--- src/rtl/iccm_readback_tx.sv ---
// Streams a contiguous ICCM word range out as MSB-first bytes to a UART TX,
// optionally followed by the 32'h00000FFF end-of-dump terminator word.
module iccm_readback_tx #(
  parameter int ADDR_STEP = 2,
  parameter int SEND_TERM = 1
) (
  input  logic        clk_i,
  input  logic        rst_ni,
  input  logic        start_i,
  input  logic [13:0] base_addr_i,
  input  logic [13:0] word_count_i,
  output logic        re_o,
  output logic [13:0] raddr_o,
  input  logic [31:0] rdata_i,
  output logic        tx_dv_o,
  output logic [7:0]  tx_byte_o,
  input  logic        tx_ready_i,
  output logic        busy_o,
  output logic        done_o
);

  typedef enum logic [2:0] {IDLE, READ, WAIT, SEND, TERM, FINISH} state_t;

  localparam logic [31:0] TERM_WORD = 32'h0000_0FFF;
  localparam logic [13:0] STEP      = 14'(ADDR_STEP);

  state_t      state;
  logic [13:0] addr;
  logic [13:0] remaining;
  logic [31:0] word;
  logic [1:0]  idx;
  logic [13:0] next_addr;

  assign next_addr = addr + STEP;

  function automatic logic [7:0] pick(input logic [31:0] w, input logic [1:0] i);
    case (i)
      2'd0:    pick = w[31:24];
      2'd1:    pick = w[23:16];
      2'd2:    pick = w[15:8];
      default: pick = w[7:0];
    endcase
  endfunction

  always_ff @(posedge clk_i or negedge rst_ni) begin
    if (!rst_ni) begin
      state     <= IDLE;
      addr      <= '0;
      remaining <= '0;
      word      <= '0;
      idx       <= '0;
      re_o      <= 1'b0;
      raddr_o   <= '0;
      tx_dv_o   <= 1'b0;
      tx_byte_o <= '0;
      busy_o    <= 1'b0;
      done_o    <= 1'b0;
    end else begin
      re_o   <= 1'b0;
      done_o <= 1'b0;
      case (state)
        IDLE: begin
          if (start_i) begin
            addr      <= base_addr_i;
            remaining <= word_count_i;
            busy_o    <= 1'b1;
            idx       <= '0;
            if (word_count_i != '0) begin
              state   <= READ;
              re_o    <= 1'b1;
              raddr_o <= base_addr_i;
            end else if (SEND_TERM != 0) begin
              state     <= TERM;
              word      <= TERM_WORD;
              tx_dv_o   <= 1'b1;
              tx_byte_o <= TERM_WORD[31:24];
            end else begin
              state  <= FINISH;
              done_o <= 1'b1;
            end
          end
        end
        READ: state <= WAIT;
        WAIT: begin
          // Present the first byte straight from the read port so SEND starts next cycle.
          word      <= rdata_i;
          idx       <= '0;
          tx_dv_o   <= 1'b1;
          tx_byte_o <= rdata_i[31:24];
          state     <= SEND;
        end
        SEND, TERM: begin
          if (tx_ready_i) begin
            if (idx != 2'd3) begin
              idx       <= idx + 2'd1;
              tx_byte_o <= pick(word, idx + 2'd1);
            end else begin
              tx_dv_o <= 1'b0;
              idx     <= '0;
              if (state == TERM) begin
                state  <= FINISH;
                done_o <= 1'b1;
              end else begin
                remaining <= remaining - 14'd1;
                addr      <= next_addr;
                if (remaining == 14'd1) begin
                  if (SEND_TERM != 0) begin
                    word      <= TERM_WORD;
                    tx_dv_o   <= 1'b1;
                    tx_byte_o <= TERM_WORD[31:24];
                    state     <= TERM;
                  end else begin
                    state  <= FINISH;
                    done_o <= 1'b1;
                  end
                end else begin
                  state   <= READ;
                  re_o    <= 1'b1;
                  raddr_o <= next_addr;
                end
              end
            end
          end
        end
        FINISH: begin
          busy_o <= 1'b0;
          state  <= IDLE;
        end
        default: state <= IDLE;
      endcase
    end
  end

endmodule
--- config.mk ---
export PLATFORM = sky130hd
export DESIGN_NAME = iccm_readback_tx
export DESIGN_NICKNAME = d
export VERILOG_FILES = /design/src/rtl/iccm_readback_tx.sv
export SDC_FILE = /design/constraint.sdc
export NUM_CORES = 1
export LEC_CHECK = 0
export BUFFER_PORTS_ARGS = -buffer_cell sky130_fd_sc_hd__buf_2
export CORE_MARGIN = 2
export CORE_UTILIZATION = 28
export DETAILED_ROUTE_END_ITERATION = 7
export HOLD_SLACK_MARGIN = 0.12
export PLACE_DENSITY = 0.58
export SYNTH_ARGS = -nofsm -noshare
export SYNTH_HDL_FRONTEND = slang
export SYNTH_SLANG_ARGS = --single-unit
--- constraint.sdc ---
create_clock -name clk_i -period 6.72 [get_ports clk_i]
set_input_delay 0.336 -clock clk_i [delete_from_list [all_inputs] [get_ports clk_i]]
set_output_delay 0.336 -clock clk_i [all_outputs]
set_load 0.01 [all_outputs]
==> impl_metrics.yaml <==
status:
  status: "completed"
routing:
  wirelength_mm: 12.2
  vias: 3929
  drtPass1Iterations: 5
  drtIter0Drc: 277
  routedWlPerCell_um: 15.7
  ant_nets: 0
  vias_per_cell: 5.06
  drc_errors: 0
global_route:
  overflow: 0
  grt_pass1_vias: 3854
  grt_usage_pct: 14.2
  grt_start_max_net_pins: 61
  antenna_found_initial: 0
  grt_pass1_wl_mm: 20.5
final_layout:
  finalCoreUtilization_pct: 35.0
  fin_nets: 628
  final_common_cell: "dfrtp_1"
  final_cell_mix: "dfrtp_1 (91), buf_2 (88), o21ai_0 (58)"
  antenna_cells: 0
  areaGrowthSynthToFinish_pct: 21.4
  layout-drive-gt1-share_pct: 23.8
timing:
  relSlewSlack_pct: 25.8
  finalMaxSlewViolations: 0
  tns_ns: 0
  hold_ws_ns: 0.227
  rsz0062_at_grt: "no"
  period_share_pct: 47.0
  max_freq_mhz: 316
  finalCriticalPeriod_ns: 3.16
  worst_slew_pin_slew_ns: 1.11
  finalHoldViolations: 0
  fin_skew_ns: 0.00591
  setup_viol: 0
clocking:
  clock_latency_ns: 0.33
  hold_buffers: 1
  clockBufferDepth: 2
  tritoncts: "built"
  cts-root-buf: "clkbuf_16"
  cts_made_buffers: 9
  cts_setup_buffers: 0
  ctsHtreeMaxLevel: 3
  cts_sinks: 91
  clk_pin_slew_worst_paths_ns: 0.06
  cts_resized: 0
floorplanning:
  die_w_um: 132
  die_h_um: 132
  core_sq_mm: 0.0160
  die_area_sq_mm: 0.0175
  io-pin-count: 90
  num_rows: 46
  start_util_pct: 28.8
pwr:
  power.total_mw: 2.69
  p_per_area_mw_per_mm2: 480
  leakage_nw: 2.55
  ir_worst_vdd_uv: 228
setup_path:
  cp-end-kind: "register"
  critPathRequiredTime_ns: 6.94
  crit_start: "remaining[1]"
  startpoint_type: "register"
  rr_worst_depth: 7
  r2r_end: "raddr_o[1]"
  reg2reg_from: "remaining[1]"
  r2r_slack_ns: 3.56
  path_class: "register to register"
  crit_path_end: "raddr_o[1]"
  crit_arrival_ns: 3.38
  critPathMaxFanout: 28
synthesis:
  ys_types: 52
  syn_nets: 554
  syn_area_per_cell_sq_um: 9.57
  synth-edff-count: 0
  async_flop_share_pct: 100
  yosysWarnings: 0
  synthFlopType: "dfrtp_1"
  synth_cells: 482
  synth_area_sq_mm: 0.00461
  ys_ff_latch: 91
  synth-seq-area-share_pct: 49.4
place:
  hpwl_mm: 8.58
  port_buffers: 89
  globalplace.congestion: 0.798
flow_run:
  maxCapViolations: 0
worst_hold_path:
  hp-class: "input pin to register"
  min-delay-start: "rdata_i[31]"
metal layers:
metal,routed length (um),vias up,global-route usage (%)
li1,-,1892,-
met1,5860,1895,20.6
met2,5610,138,22.1
met3,711,4,3.19
met4,43,0,2.21
met5,0,-,0
critical path, cell delays in order (launching register included):
cell	delay, ns
dfrtp_1	0.39
inv_1	0.11
ha_1	0.14
or4b_1	0.43
or4_1	0.64
a22oi_2	0.96
inv_2	0.07
mux2_2	0.30
stage by stage:
stage	instances	setup WS, ns	area (sq um)
6_report	776	3.56	5600
5_1_grt	776	3.32	5600
4_1_cts	776	3.56	5600
3_5_place_dp	760	3.56	5260
3_3_place_gp	760	3.64	5260
2_1_floorplan	482	4.22	4610
synthesized netlist by cell type (10+ instances only):
| cell type | count | area (sq um) |
|---|---|---|
| a21oi_1 | 29 | 145 |
| o22a_1 | 13 | 114 |
| a22o_1 | 14 | 123 |
| nand2_1 | 50 | 188 |
| o21ai_0 | 58 | 290 |
| nor2_1 | 38 | 143 |
| mux2_2 | 10 | 113 |
| mux2i_1 | 12 | 120 |
| dfrtp_1 | 91 | 2280 |
| clkbuf_1 | 25 | 93.8 |
| nor3_1 | 15 | 75.1 |
| inv_1 | 21 | 78.8 |
final cells by class:
cell class              instances  area (sq um)
flip-flops and latches         91          2280
inverters                      22          82.6
clock buffers                   9           225
multi-input cells             337          2140
well taps                     216           270
clock inverters                 6           105
fillers                      1691         10400
repair buffers                 95           495
sequential cells by signal, indices dropped and copies added (netlist names):
name / flops
busy_o: 1
raddr_o: 14
tx_byte_o: 8
remaining: 14
re_o: 1
idx: 2
word: 32
tx_dv_o: 1
addr: 14
done_o: 1
state: 3
worst min-delay path by stage:
stage / end / cells after the start
floorplan: addr[0] / 0
global placement: word[23] / 1
detailed placement: word[23] / 1
CTS: word[23] / 2
global route: word[17] / 2
finish: word[31] / 3
cells by family after synthesis:
| group | Yosys count | share of synthesized area [%] |
|---|---|---|
| adders and majority gates | 8 | 2.17 |
| and+or+nand+nor | 134 | 13.3 |
| muxes | 22 | 5.05 |
| AOI/OAI and AO/OA | 161 | 23.3 |
| buffers and inverters | 54 | 4.53 |
| xor gates and xnor gates | 12 | 2.28 |
| DFF | 91 | 49.4 |
report_power, final:
group | internal, mW | total [mW] | switching, mW
Clock | 0.360 | 0.571 | 0.211
Sequential | 0.803 | 1.01 | 0.205
Combinational | 0.481 | 1.11 | 0.628
Total | 1.64 | 2.69 | 1.04
Power figures use the tool's default switching activity.
